===== src/rtl/coin_payer.sv =====
// Deterministic coin source for the vending-machine FSM: converts a payment in
// 0.5-yuan units into paced 1-yuan/0.5-yuan pulses and counts the machine's responses.
module coin_payer #(
  parameter int unsigned COIN_GAP  = 4,
  parameter int unsigned DRAIN_CYC = 8
) (
  input  logic       sys_clk,
  input  logic       sys_rst_n,
  input  logic       pay_start,
  input  logic [3:0] pay_amount,
  input  logic       po_cola,
  input  logic       po_money,
  output logic       pi_money_half,
  output logic       pi_money_one,
  output logic       busy,
  output logic       done,
  output logic [7:0] cola_cnt,
  output logic [7:0] change_cnt
);

  typedef enum logic [1:0] {IDLE, SEND, GAP, DRAIN} state_t;

  state_t      state;
  logic [3:0]  remaining;
  logic [31:0] cnt;

  logic        accept;
  logic [3:0]  coin_src;
  logic        big_coin;
  logic [3:0]  rem_after;

  // Coin outputs are registered, so the coin for the upcoming SEND cycle is
  // chosen one edge early: from pay_amount on acceptance, from remaining after a GAP.
  // remaining therefore holds the post-send balance while in SEND.
  always_comb begin
    accept    = (state == IDLE) && pay_start;
    coin_src  = (state == IDLE) ? pay_amount : remaining;
    big_coin  = (coin_src >= 4'd2);
    rem_after = coin_src - (big_coin ? 4'd2 : 4'd1);
  end

  always_ff @(posedge sys_clk or negedge sys_rst_n) begin
    if (!sys_rst_n) begin
      state         <= IDLE;
      remaining     <= '0;
      cnt           <= '0;
      pi_money_half <= 1'b0;
      pi_money_one  <= 1'b0;
      busy          <= 1'b0;
      done          <= 1'b0;
      cola_cnt      <= '0;
      change_cnt    <= '0;
    end else begin
      pi_money_half <= 1'b0;
      pi_money_one  <= 1'b0;
      done          <= 1'b0;

      // A response coincident with acceptance is kept rather than lost.
      if (accept)
        cola_cnt <= {7'd0, po_cola};
      else if (po_cola && (cola_cnt != 8'hFF))
        cola_cnt <= cola_cnt + 8'd1;

      if (accept)
        change_cnt <= {7'd0, po_money};
      else if (po_money && (change_cnt != 8'hFF))
        change_cnt <= change_cnt + 8'd1;

      case (state)
        IDLE: begin
          if (pay_start) begin
            if (pay_amount == 4'd0) begin
              done <= 1'b1;
            end else begin
              state         <= SEND;
              busy          <= 1'b1;
              pi_money_one  <= big_coin;
              pi_money_half <= !big_coin;
              remaining     <= rem_after;
            end
          end
        end
        SEND: begin
          if (remaining == 4'd0) begin
            state <= DRAIN;
            cnt   <= DRAIN_CYC - 32'd1;
          end else begin
            state <= GAP;
            cnt   <= COIN_GAP - 32'd1;
          end
        end
        GAP: begin
          if (cnt == '0) begin
            state         <= SEND;
            pi_money_one  <= big_coin;
            pi_money_half <= !big_coin;
            remaining     <= rem_after;
          end else begin
            cnt <= cnt - 32'd1;
          end
        end
        DRAIN: begin
          if (cnt == '0) begin
            state <= IDLE;
            busy  <= 1'b0;
            done  <= 1'b1;
          end else begin
            cnt <= cnt - 32'd1;
          end
        end
        default: state <= IDLE;
      endcase
    end
  end

endmodule


===== config.mk =====
export PLATFORM = sky130hd
export DESIGN_NAME = coin_payer
export DESIGN_NICKNAME = d
export VERILOG_FILES = /design/src/rtl/coin_payer.sv
export SDC_FILE = /design/constraint.sdc
export NUM_CORES = 1
export LEC_CHECK = 0
export ABC_CLOCK_PERIOD_IN_PS = 3700
export BUFFER_PORTS_ARGS = -buffer_cell sky130_fd_sc_hd__buf_2
export CAP_MARGIN = 20
export CORE_MARGIN = 3
export CORE_UTILIZATION = 60
export CTS_CLUSTER_SIZE = 8
export DETAILED_ROUTE_END_ITERATION = 10
export MAX_ROUTING_LAYER = met4
export PLACE_DENSITY = 0.79
export SYNTH_ARGS = -nofsm -noshare
export SYNTH_HDL_FRONTEND = slang
export SYNTH_SLANG_ARGS = --single-unit

===== constraint.sdc =====
create_clock -name sys_clk -period 3.7 [get_ports sys_clk]
set_input_delay 0.74 -clock sys_clk [delete_from_list [all_inputs] [get_ports sys_clk]]
set_output_delay 0.74 -clock sys_clk [all_outputs]
set_load 0.01 [all_outputs]

==> flow_summary.toml, run 1 <==
[clocking]
ctsLongestPathBuffers = 2
cts-root-buf = "clkbuf_8"
cts_made_buffers = 9
clk_latency_ns = 0.34
hold_buffers = 0
cts_tree = "done"
cts.htree.levels = 3
clk_pin_slew_ns = 0.07
cts_resized = 0
cts_setup_buffers = 0
cts_sinks = 58

[critical_path]
start_kind = "register"
cp.required_ns = 3.92
cp_max_fo = 15
cp.arrival_ns = 3.35
r2r_cells = 11
r2r-end = "remaining[3]"
criticalPathCategory = "reg -> reg"
rrSetupSlack_ns = 0.58
end_kind = "register"
timing.rr.start = "state[1]"

[place]
gp_congestion = 0.806
place_hpwl_um = 5730
portBuffers = 28

[grt]
grt_pass1_vias = 3047
track_usage_pct = 26.4
grt_max_degree = 47
grt_pass1_wl_um = 14500
grt-ovfl-total = 0
antenna_found_initial = 0

[detailed_routing]
dr.pass1.iters = 5
drc = 0
ant_nets = 0
topRoutingLayerUsed = "met4"
first_iter_violations = 298
via_per_inst = 6.65
dr_wl_met2_um = 4080
detail_route.wl_per_cell_um = 17.5
vias = 3230
wl_met3_um = 541
met1_length_um = 3740
wirelength_um = 8530

[yosys]
netlist_instances = 389
syn-num-nets = 409
synth_cell_type_count = 60
synth_area_um2 = 3590
synth_area_per_cell_um2 = 9.24
synth_warnings = 0
async_flop_share_pct = 100
synthFlopType = "dfrtp_1"
synth_edf_count = 0
yosysSeqAreaShare_pct = 40.4
ys_seq_elements = 58

[sta]
rsz0062_at_grt = "false"
period_share_pct = 84.4
skew_ns = 0.00719
hold_viol_final = 0
setup-tns-final_ns = 0
setup_violations = 0
worst_slew_pin_slew_ns = 0.996
max_freq_mhz = 320
min_period_ns = 3.12
maxSlewHeadroom_pct = 33.1
report.final.slew_viol_count = 0
whs_ns = 0.326

[power_and_ir_drop]
power.leakage_uw = 0.00175
p_per_area_nw_per_um2 = 776
ir_drop_mv = 0.467

[floorplan]
rows = 27
core_area_um2 = 5640
dieArea_um2 = 6950
start_util_pct = 63.7
chipWidth_um = 83.4
die_h_um = 83.4
ioPinCount = 29

[final_layout]
area_growth_pct = 10.3
multi_input_area_um2 = 1930
diodes = 0
regArea_um2 = 1450
fin_nets = 431
fill_cells = 441
layout-drive-gt1-share_pct = 16.2

[status]
status = "complete, no violations"

[flow_run]
max_cap_viol_count = 0

[worst_hold_path]
min_path_type = "in -> async"
-- routing by layer --
layer,vias up,global-route usage [%]
met3,19,4.76
met2,125,40.1
li1,1509,-
met5,-,-
met1,1577,34.2
met4,0,12.3
-- power by group --
group          switching (µW)  internal (µW)  leakage (µW)
clock                     248            338      0.000101
sequential                130            764      0.000772
combinational             984            612      0.000874
-- layout by cell type (no fill, tap or decap), types with 10 or more instances in the layout --
cell type	instances
dfrtp_1	58
nor2_1	48
buf_2	28
inv_1	24
nand2_1	20
nand3_1	14
a211oi_1	11
a221o_1	11
clkbuf_8	11
a21oi_1	10
ha_1	10
-- stage by stage --
step / power, µW / setup slack, ns / instances / instance area, µm² / utilization (%)
detailed placement: 2470 / 0.599 / 471 / 3750 / 66.5
floorplan: 2100 / 0.754 / 389 / 3590 / -
finish: 3080 / 0.577 / 486 / 3960 / 70.2
global route: 3300 / 0.289 / 486 / 3960 / 70.2
CTS: 3070 / 0.591 / 485 / 3940 / 69.9
global placement: 2420 / 0.856 / 471 / 3750 / 66.5
-- cell families after synthesis --
family	after synthesis	share of synthesized area, %
simple gates	142	20.6
buf+inv	49	6.06
flops	58	40.4
fa+ha+maj	11	4.04
mux	15	4.49
xor+xnor	9	2.19
compound gates	105	22.2
-- state kept, by name, summed over array words and instances, names as in the netlist --
| signal | count |
|---|---|
| remaining | 4 |
| done | 1 |
| pi_money_half | 1 |
| cola_cnt | 8 |
| pi_money_one | 1 |
| change_cnt | 8 |
| state | 2 |
| busy | 1 |
| cnt | 32 |
-- cell type report --
type	instances	share of cell area (%)
clock buffers	11	3.82
well taps	72	2.27
flip-flops and latches	58	36.6
inverters	24	2.27
repair buffers	36	5.37
clock inverters	3	1.01
multi-input cells	282	48.6
-- cells in the mapped netlist, types with 4 or more instances --
cell	instances	area share [%]
and3_1	4	0.70
xnor2_1	5	1.2
nand2_1	20	2.1
or4_1	5	1.0
o21ai_1	6	0.84
a211o_1	6	1.5
xor2_1	4	0.97
dfrtp_1	58	40
nor4_1	7	1.2
a22o_1	8	1.9
a221oi_1	9	2.2
ha_1	10	3.5
nand3_1	14	1.9
a21oi_1	10	1.4
nor3_1	8	1.1
mux2_2	5	1.6
a221o_1	11	3.1
or3_1	5	0.87
nor2_1	49	5.1
clkbuf_1	17	1.8
mux2i_1	9	2.5
inv_1	24	2.5
a211oi_1	11	2.3
o22ai_1	7	1.2
o21ai_0	9	1.3
nand4_1	9	1.6
-- worst max-delay path by stage --
stage                  start           end
detailed placement  state[1]  remaining[3]
global route        state[1]  remaining[3]
global placement    state[1]  remaining[3]
finish              state[1]  remaining[3]
CTS                 state[1]  remaining[3]
floorplan           state[1]  remaining[3]
-- worst max-delay path, cell delays in order (launching register included) --
cell,delay (ns)
dfrtp_1,0.38
inv_1,0.21
ha_1,0.53
mux2i_1,0.27
inv_1,0.12
nor2_1,0.33
ha_1,0.22
inv_1,0.06
a211oi_1,0.41
xor2_1,0.13
a22oi_1,0.23
o2bb2ai_1,0.10
Power figures use the tool's default switching activity.
==> run 2, diff against run 1 <==
--- a/config.mk
+++ b/config.mk
@@ -5,7 +5,7 @@
 export SDC_FILE = /design/constraint.sdc
 export NUM_CORES = 1
 export LEC_CHECK = 0
-export ABC_CLOCK_PERIOD_IN_PS = 3700
+export ABC_CLOCK_PERIOD_IN_PS = 3140
 export BUFFER_PORTS_ARGS = -buffer_cell sky130_fd_sc_hd__buf_2
 export CAP_MARGIN = 20
 export CORE_MARGIN = 3
==> constraint.sdc (replaced) <==
create_clock -name sys_clk -period 3.14 [get_ports sys_clk]
set_input_delay 0.628 -clock sys_clk [delete_from_list [all_inputs] [get_ports sys_clk]]
set_output_delay 0.628 -clock sys_clk [all_outputs]
set_load 0.01 [all_outputs]
==> run 2 against run 1 <==
Largest power group unchanged. Critical endpoint is now cnt[0]. Non-clock buffer count is 10 higher. Largest cell class unchanged. Clock skew down 0.0017 ns. Design area grew 2.0%.
==> flow_summary.toml, run 2 (synthesis results as in run 1) <==
[final_layout]
fin_nets = 441
final_cell_mix = "dfrtp_1 (58), nor2_1 (48), buf_2 (28)"
diodes = 0
area_growth_pct = 12.5
layout-drive-gt1-share_pct = 18.4
final_area_um2 = 4040
top_register = "cnt"
final_common_cell = "dfrtp_1"
fin_cells = 496
fill_cells = 423
largest_register_ffs = 32
top_regs = "cnt: 32 flops, change_cnt: 8 flops, cola_cnt: 8 flops"

[sta]
max_freq_mhz = 361
whs_ns = 0.0855
min_period_ns = 2.77
skew_ns = 0.00547
hold_viol_final = 0
rsz0062_at_grt = "false"
worst_slew_pin_slew_ns = 0.933
period_share_pct = 88.2
report.final.slew_viol_count = 0
setup-tns-final_ns = 0
setup_violations = 0
final.setup.worst_slack_ns = 0.372
maxSlewHeadroom_pct = 37.4

[worst_hold_path]
min_path_type = "in -> async"

[critical_path]
r2r-end = "cnt[0]"
timing.rr.start = "cnt[3]"
rrSetupSlack_ns = 0.37
end_kind = "register"
cp.required_ns = 3.42
start_kind = "register"
r2r_cells = 6
cp.arrival_ns = 3.05
cp_max_fo = 18
criticalPathCategory = "reg -> reg"

[floorplan]
rows = 27
start_util_pct = 63.7
chipWidth_um = 83.4
ioPinCount = 29
core_area_um2 = 5640
dieArea_um2 = 6950
die_h_um = 83.4

[clocking]
cts_tree = "done"
cts_made_buffers = 9
cts_setup_buffers = 0
clk_pin_slew_ns = 0.06
cts.htree.levels = 3
clk_latency_ns = 0.34
ctsLongestPathBuffers = 2
cts_sinks = 58
cts-root-buf = "clkbuf_8"

[detailed_routing]
vias = 3280
ant_nets = 0
detail_route.wl_per_cell_um = 17.7
dr.pass1.iters = 5
drc = 0
first_iter_violations = 358
via_per_inst = 6.61
wirelength_um = 8780

[power_and_ir_drop]
ir_drop_mv = 0.922
power.leakage_uw = 0.00180
p_per_area_nw_per_um2 = 924

[grt]
antenna_found_initial = 0
grt-ovfl-total = 0
grt_pass1_wl_um = 15200
grt_max_degree = 45
track_usage_pct = 27.3
grt_pass1_vias = 3243

[place]
portBuffers = 28
place_hpwl_um = 5870
dp_worst_setup_slack_ns = 0.284
placed_cell_area_um2 = 3830
gp_congestion = 0.870
placedCellCount = 481

[status]
status = "complete, no violations"

[flow_run]
max_cap_viol_count = 0
run 2: changes by cell type in the layout (fill, tap and decap cells not counted):
cell and change:
buf_4 +10, a211oi_1 -1, a211oi_2 +1
run 2: routing by layer:
metal | vias to the layer above | part of all wire, % | wire length [µm] | track usage (%)
met2 | 155 | 48 | 4240 | 43.1
met3 | 16 | 7.2 | 635 | 5.36
met5 | - | 0 | 0 | -
li1 | 1532 | - | - | -
met1 | 1577 | 43 | 3790 | 35.8
met4 | 0 | 1.4 | 119 | 8.32
run 2: layout make-up:
type	instances	area (µm²)	share of cell area, %
Multi-Input combinational cell	282	1930	47.8
Sequential cell	58	1450	35.9
Timing Repair Buffer	46	288	7.12
Clock buffer	11	151	3.74
Inverter	24	90.1	2.23
Tap cell	72	90.1	2.23
Clock inverter	3	40.0	0.990
run 2: metrics by stage:
step | util [%] | total power, µW
global route | 71.7 | 4000
floorplan | - | 2480
global placement | 67.8 | 2920
finish | 71.7 | 3740
CTS | 71.2 | 3690
detailed placement | 67.8 | 2980
run 2: where the power goes:
part | switching, µW | internal, µW | total (µW)
clock network | 291 | 398 | 689
logic | 1210 | 783 | 1990
registers | 151 | 901 | 1050
total | 1650 | 2080 | 3740
run 2: how the worst max path moves through the flow:
stage                     slack [ns]  startpoint           end  cells past startpoint
after floorplan                 0.19    state[1]  remaining[3]                     12
after global placement          0.45      cnt[3]       cnt[21]                      6
after detailed placement        0.28    state[0]  remaining[3]                     11
after CTS                       0.27    state[0]  remaining[3]                     12
after global routing            0.17    state[0]  remaining[3]                     12
final                           0.37      cnt[3]        cnt[0]                      6
run 2: timing repair:
item | in CTS | in global routing
hold buffers | 0 | 0
endpoints found under the setup margin | 0 | 1
resized for setup | 0 | 1
run 2: worst max-delay path, cell delays in order, from the launching register on:
cell	delay, ns
dfrtp_1	0.44
or4_1	0.69
and4b_1	0.34
buf_4	0.23
nand4_1	0.31
o21ai_2	0.47
mux2_2	0.24
